<file path="src/rtl/feature_pkg.sv">
// Shared constants and state encoding for the feature loader and the
// downstream classifier, which is sized from the same defaults.
package feature_pkg;

  localparam int FEAT_W_DEF   = 32;
  localparam int NUM_FEAT_DEF = 5;

  typedef enum logic [1:0] {
    COLLECT = 2'd0,
    FULL    = 2'd1,
    DISCARD = 2'd2
  } loader_state_t;

  // Slot index width; a one-feature frame still needs a 1-bit index.
  function automatic int idx_w(input int n);
    return (n > 1) ? $clog2(n) : 1;
  endfunction

endpackage

</file>
<file path="src/rtl/feature_frame_loader_if.sv">
// Stream-in / vector-out bus of the feature frame loader.
// slave: the loader's view; master: the producer/consumer side.
interface feature_frame_loader_if #(
  parameter int NUM_FEAT = feature_pkg::NUM_FEAT_DEF,
  parameter int FEAT_W   = feature_pkg::FEAT_W_DEF
);

  logic                       s_valid;
  logic [FEAT_W-1:0]          s_data;
  logic                       s_last;
  logic                       s_ready;
  logic                       m_valid;
  logic                       m_ready;
  logic [NUM_FEAT*FEAT_W-1:0] feat_vec;
  logic                       frame_err;

  modport slave (
    input  s_valid, s_data, s_last, m_ready,
    output s_ready, m_valid, feat_vec, frame_err
  );

  modport master (
    output s_valid, s_data, s_last, m_ready,
    input  s_ready, m_valid, feat_vec, frame_err
  );

endinterface

</file>
<file path="src/rtl/feature_frame_loader_sat_counter.sv">
// Saturating up-counter: counts inc pulses, sticks at all-ones.
module sat_counter #(
  parameter int W = 16
) (
  input  logic         clk,
  input  logic         rst,
  input  logic         inc,
  output logic [W-1:0] count
);

  // Increment on inc until the counter reaches its maximum value.
  always_ff @(posedge clk or negedge rst) begin
    if (!rst)                  count <= '0;
    else if (inc && count != '1) count <= count + 1'b1;
  end

endmodule

</file>
<file path="src/rtl/feature_frame_loader.sv">
// Feature frame loader: assembles NUM_FEAT serial feature words into one
// parallel vector for the classifier and drops malformed frames.
// Optional macro FRAME_ERR_CNT_EN adds a saturating dropped-frame counter
// (err_count port, ERR_CNT_W bits).
module feature_frame_loader
  import feature_pkg::*;
#(
  parameter int NUM_FEAT = NUM_FEAT_DEF,
  parameter int FEAT_W   = FEAT_W_DEF
`ifdef FRAME_ERR_CNT_EN
  , parameter int ERR_CNT_W = 16
`endif
) (
  input  logic                 clk,
  input  logic                 rst,
`ifdef FRAME_ERR_CNT_EN
  output logic [ERR_CNT_W-1:0] err_count,
`endif
  feature_frame_loader_if.slave bus
);

  localparam int               IDX_W    = idx_w(NUM_FEAT);
  localparam logic [IDX_W-1:0] LAST_IDX = IDX_W'(NUM_FEAT - 1);

  loader_state_t                   state, state_nxt;
  logic [IDX_W-1:0]                idx, idx_nxt;
  logic                            acc, out_free;
  logic                            wr, load, err_set;
  logic [NUM_FEAT-1:0][FEAT_W-1:0] collect, frame_nxt;

  // Stalling input only while a finished frame waits for the output slot.
  assign bus.s_ready = (state != FULL);
  assign acc         = bus.s_valid && bus.s_ready;
  assign out_free    = !bus.m_valid || bus.m_ready;

  // State and slot index registers.
  always_ff @(posedge clk or negedge rst) begin
    if (!rst) begin
      state <= COLLECT;
      idx   <= '0;
    end else begin
      state <= state_nxt;
      idx   <= idx_nxt;
    end
  end

  // Next-state: frame length checks, load and error decisions.
  always_comb begin
    state_nxt = state;
    idx_nxt   = idx;
    wr        = 1'b0;
    load      = 1'b0;
    err_set   = 1'b0;
    case (state)
      COLLECT: begin
        if (acc) begin
          wr = 1'b1;
          if (idx == LAST_IDX) begin
            idx_nxt = '0;
            if (bus.s_last) begin
              if (out_free) load = 1'b1;
              else          state_nxt = FULL;
            end else begin
              // Too long: flag now, swallow the rest up to s_last.
              err_set   = 1'b1;
              state_nxt = DISCARD;
            end
          end else if (bus.s_last) begin
            err_set = 1'b1;
            idx_nxt = '0;
          end else begin
            idx_nxt = idx + 1'b1;
          end
        end
      end
      FULL: begin
        if (out_free) begin
          load      = 1'b1;
          state_nxt = COLLECT;
        end
      end
      DISCARD: begin
        if (acc && bus.s_last) begin
          state_nxt = COLLECT;
          idx_nxt   = '0;
        end
      end
      default: begin
        state_nxt = COLLECT;
        idx_nxt   = '0;
      end
    endcase
  end

  // Per-slot collect registers; frame_nxt folds in the beat being written so
  // the completing beat can go straight to the output in the same cycle.
  for (genvar i = 0; i < NUM_FEAT; i++) begin : g_slot
    logic hit;
    assign hit          = wr && (idx == IDX_W'(i));
    assign frame_nxt[i] = hit ? bus.s_data : collect[i];

    // Capture the feature word addressed by idx.
    always_ff @(posedge clk or negedge rst) begin
      if (!rst)     collect[i] <= '0;
      else if (hit) collect[i] <= bus.s_data;
    end
  end

  // Output vector, valid flag and the one-cycle error pulse.
  always_ff @(posedge clk or negedge rst) begin
    if (!rst) begin
      bus.m_valid   <= 1'b0;
      bus.feat_vec  <= '0;
      bus.frame_err <= 1'b0;
    end else begin
      bus.frame_err <= err_set;
      if (load) begin
        bus.feat_vec <= frame_nxt;
        bus.m_valid  <= 1'b1;
      end else if (bus.m_ready) begin
        bus.m_valid  <= 1'b0;
      end
    end
  end

`ifdef FRAME_ERR_CNT_EN
  sat_counter #(.W(ERR_CNT_W)) u_err_cnt (
    .clk   (clk),
    .rst   (rst),
    .inc   (err_set),
    .count (err_count)
  );
`endif

endmodule
</file>
<file path="src/flat_wrapper.sv">
// flat-port wrapper written by rule: the top's interface ports become plain ports
module feature_frame_loader_flat import feature_pkg::*;
#(
  parameter int NUM_FEAT = NUM_FEAT_DEF,
  parameter int FEAT_W   = FEAT_W_DEF

)
  (clk, rst, bus_s_valid, bus_s_data, bus_s_last, bus_m_ready, bus_s_ready, bus_m_valid, bus_feat_vec, bus_frame_err);
  feature_frame_loader_if #(.NUM_FEAT(NUM_FEAT), .FEAT_W(FEAT_W)) bus_i ();
  input  logic clk;
  input  logic rst;
  input wire logic [$bits(bus_i.s_valid)-1:0] bus_s_valid;
  input wire logic [$bits(bus_i.s_data)-1:0] bus_s_data;
  input wire logic [$bits(bus_i.s_last)-1:0] bus_s_last;
  input wire logic [$bits(bus_i.m_ready)-1:0] bus_m_ready;
  output wire logic [$bits(bus_i.s_ready)-1:0] bus_s_ready;
  output wire logic [$bits(bus_i.m_valid)-1:0] bus_m_valid;
  output wire logic [$bits(bus_i.feat_vec)-1:0] bus_feat_vec;
  output wire logic [$bits(bus_i.frame_err)-1:0] bus_frame_err;
  assign bus_i.s_valid = bus_s_valid;
  assign bus_i.s_data = bus_s_data;
  assign bus_i.s_last = bus_s_last;
  assign bus_i.m_ready = bus_m_ready;
  assign bus_s_ready = bus_i.s_ready;
  assign bus_m_valid = bus_i.m_valid;
  assign bus_feat_vec = bus_i.feat_vec;
  assign bus_frame_err = bus_i.frame_err;
  feature_frame_loader #(.NUM_FEAT(NUM_FEAT), .FEAT_W(FEAT_W)) u_core (.clk(clk), .rst(rst), .bus(bus_i));
endmodule
</file>
<file path="config.mk">
export PLATFORM = sky130hd
export DESIGN_NAME = feature_frame_loader_flat
export DESIGN_NICKNAME = d
export VERILOG_FILES = /design/src/rtl/feature_pkg.sv /design/src/rtl/feature_frame_loader_if.sv /design/src/rtl/feature_frame_loader_sat_counter.sv /design/src/rtl/feature_frame_loader.sv /design/src/flat_wrapper.sv
export SDC_FILE = /design/constraint.sdc
export NUM_CORES = 1
export LEC_CHECK = 0
export BUFFER_PORTS_ARGS = -buffer_cell sky130_fd_sc_hd__buf_2
export CAP_MARGIN = 5
export CORE_MARGIN = 2
export CORE_UTILIZATION = 50
export DETAILED_ROUTE_END_ITERATION = 12
export PLACE_DENSITY = 0.73
export SLEW_MARGIN = 10
export SYNTH_ARGS = -nofsm -noshare
export SYNTH_HDL_FRONTEND = slang
export SYNTH_SLANG_ARGS = --single-unit
</file>
<file path="constraint.sdc">
create_clock -name clk -period 1.9 [get_ports clk]
set_input_delay 0.285 -clock clk [delete_from_list [all_inputs] [get_ports clk]]
set_output_delay 0.285 -clock clk [all_outputs]
set_load 0.01 [all_outputs]
</file>
==> metrics.txt <==
Max IR drop VDD=0.00122 V; max frequency=498 MHz; clock transition at the registers of the reported paths=0.06 ns; per-cell routed wire length=21.0 um; largest area contributor in the netlist=dfrtp_1; failing checks=setup timing; skew final=0.0166 ns; HPWL Detailed=16.9 mm; Post-Synthesis Cell Area=12500 um2; Static Leak=8.40 nW; Crit-path slowest cell=dfrtp_1; status=finished, violations left; top-area cell type share of the netlist area=0.655; Yosys reg bits=327; Hold Slack=0.0605 ns; root buffer cell=clkbuf_16; Placement Setup Slack=-0.0928 ns; WP data required=2.28 ns; full die area=26300 um2; CP max FO=7; Die Y=162 um; Placed Cells incl. Taps=1243; Synth cell types=25; Multi-input gate area=4370 um2; slowest stage delay, CP=0.40 ns; Finished Cell Area=16100 um2; # Max-Cap Violations=0; pwr dens=1590 nW/um2; antenna-violating nets left=0; CTS Buf Count=35; port bufs=199; Reg2Reg Setup Slack=-0.11 ns; final hold vios=0; Total GRT Usage=0.211; Final nets=1038; Overflow after GRT=0; Iter 0 DRT Violations=357; register area=8180 um2; Synth Area in Compound Gates=0.00301; multiplexer share of the synthesized area=0.307; Synth Warn #=0; number of fill cells in the layout=1719; fin. max-slew vios=0; Mapped Cells=715; CP Data Arrival Time=2.39 ns; unrepaired setup endpoints after global routing=yes; CP Launch Type=register; Detailed Route WL=28.3 mm; fraction of layout cells with a size suffix above 1=0.639; Initial DRT Pass Iterations=4; CP cell instances=buf_6 > nor4b_4 > buf_6 > nand2_8 > buf_12 > mux2_4 > mux2_4; top post-synthesis cells by area=dfrtp_1 (66%), mux2_2 (22%), mux2_4 (6.7%); CP Capture Type=register; DRC violations left=0; vias=6997; post-synthesis simple-gate area fraction=0.00892; minimum clock period=2.01 ns; DIE WIDTH=162 um; post-synthesis adder-cell area fraction=0.00501; Worst-Skew Late Latency=0.51 ns; Hold WC Path Type=primary input to register; Slew headroom=0.700; final worst setup slack=-0.109 ns; GPL Wtd Cong=0.794; Setup Crit Path Kind=register to register; Final Non-Filler Cells=1343; worst-margin pin slew=0.450 ns; CTS H-tree lvls=2; Avg Cell Area, Syn=17.5 um2; num rows=57; CORE AREA=24400 um2; largest net degree at the start of global routing=61; maximum clock path buffer count=3; largest family of logic cells by synthesized area=multiplexers; global-route wire length before repair=42.7 mm; antenna violations before repair=1; synthesized net count=757; Vias/cell=5.21; Final Cycle Share=1.06; Overall Power=25.7 mW; Ports=200; post-synthesis sequential area ratio=0.655; starting density of the core=0.512; synthesis-to-layout area growth=28.9%; CTS Sinks=327; TritonCTS clock tree=done; vias in the first global route=7359; Post-Synth XOR/XNOR Area=0.000701; Setup-failing EPs final=154; cell area after placement=14200 um2
## cells by family after synthesis
logic type | Yosys count
AOI/OAI and AO/OA | 5
xor gates and xnor gates | 1
adders and majority gates | 5
buffers and inverters | 38
DFF | 327
muxes | 322
and+or+nand+nor | 17
## through the flow
stage                      util  TNS (ns)
after floorplan               -         0
after global placement    0.582     -6.70
after detailed placement  0.582     -9.57
after CTS                 0.646     -4.60
after global routing      0.660    -19.53
final                     0.660    -11.14
## flip-flops by register name, summed over array words and instances, names as in the netlist
| signal | cells |
|---|---|
| u_core.bus.m_valid | 1 |
| u_core.bus.frame_err | 1 |
| u_core.bus.feat_vec | 160 |
| u_core.collect | 160 |
| u_core.idx | 3 |
| u_core.state | 2 |
## repair_timing
action,CTS,global route
gates resized for setup,51,40
setup endpoints to repair,160,161
hold buffers,1,0
pin swaps,4,4
setup buffers,14,13
gates cloned,7,6
hold endpoints to repair,43,0
## synth_stat cells
cell type  number
a41o_2          1
mux2_2        243
clkbuf_1        1
ha_1            5
nor2_1          2
or3b_2          1
a221oi_1        1
mux2_1         21
nand2_1         4
or3b_1          1
buf_4           6
nand2_2         3
nand2b_1        1
mux2i_1         2
xor2_1          1
o21ai_0         1
buf_6           9
buf_2          16
nor2_2          2
dfrtp_1       327
o22ai_1         2
nor4b_4         1
mux2_4         56
nand3_1         2
inv_1           6
## power breakdown
group / switching, mW / leakage [nW] / internal [mW]
Clock: 2.61 / 0.513 / 3.62
Sequential: 1.30 / 4.18 / 10.1
Combinational: 3.40 / 3.71 / 4.65
Total: 7.31 / 8.40 / 18.3
## routing by layer
layer / GRT usage / wire length, um / up-vias
met5: 0 / 0 / -
met4: 0.0756 / 817 / 0
met3: 0.0455 / 1430 / 51
met2: 0.335 / 13500 / 190
met1: 0.289 / 12500 / 3661
li1: - / - / 3095
## placed cells by master, fill, tap and decap left out, drive strengths merged, types with 2 or more instances in the layout
cell / netlist / layout
nand3: 2 / 3
inv: 6 / 7
buf: 31 / 269
ha: 5 / 5
mux2: 320 / 320
mux2i: 2 / 2
nor2: 4 / 4
o22ai: 2 / 2
clkinv: 0 / 6
dfrtp: 327 / 327
clkbuf: 1 / 55
or3b: 2 / 2
diode: 0 / 2
nand2: 7 / 7
## path summary, 6_finish.rpt
kind / start / endpoint / cells after the start
min in group asynchronous: rst / u_core.bus.feat_vec[43] / 2
setup / recovery: u_core.state[1] / u_core.bus.feat_vec[45] / 7
hold reg to reg: u_core.collect[152] / u_core.collect[152] / 1
hold / removal: bus_s_last / u_core.state[1] / 2
setup reg to reg: u_core.state[1] / u_core.bus.feat_vec[45] / 7
max in group asynchronous: rst / u_core.collect[91] / 3
## final cells by class
class	instances	area share
sequential	327	0.508
multi-input combinational	351	0.271
timing repair buffer	275	0.129
clock buffer	50	0.0616
tap	324	0.0252
clock inverter	8	0.00311
inverter	6	0.00140
antenna	2	0.000311
## critical path: cells and delay by family (launching register included)
kind | cells | cell delay [ns]
flops | 1 | 0.40
mux | 2 | 0.58
buf+inv | 3 | 0.51
simple gates | 2 | 0.39
No activity file was read; power rests on OpenSTA's default activity.
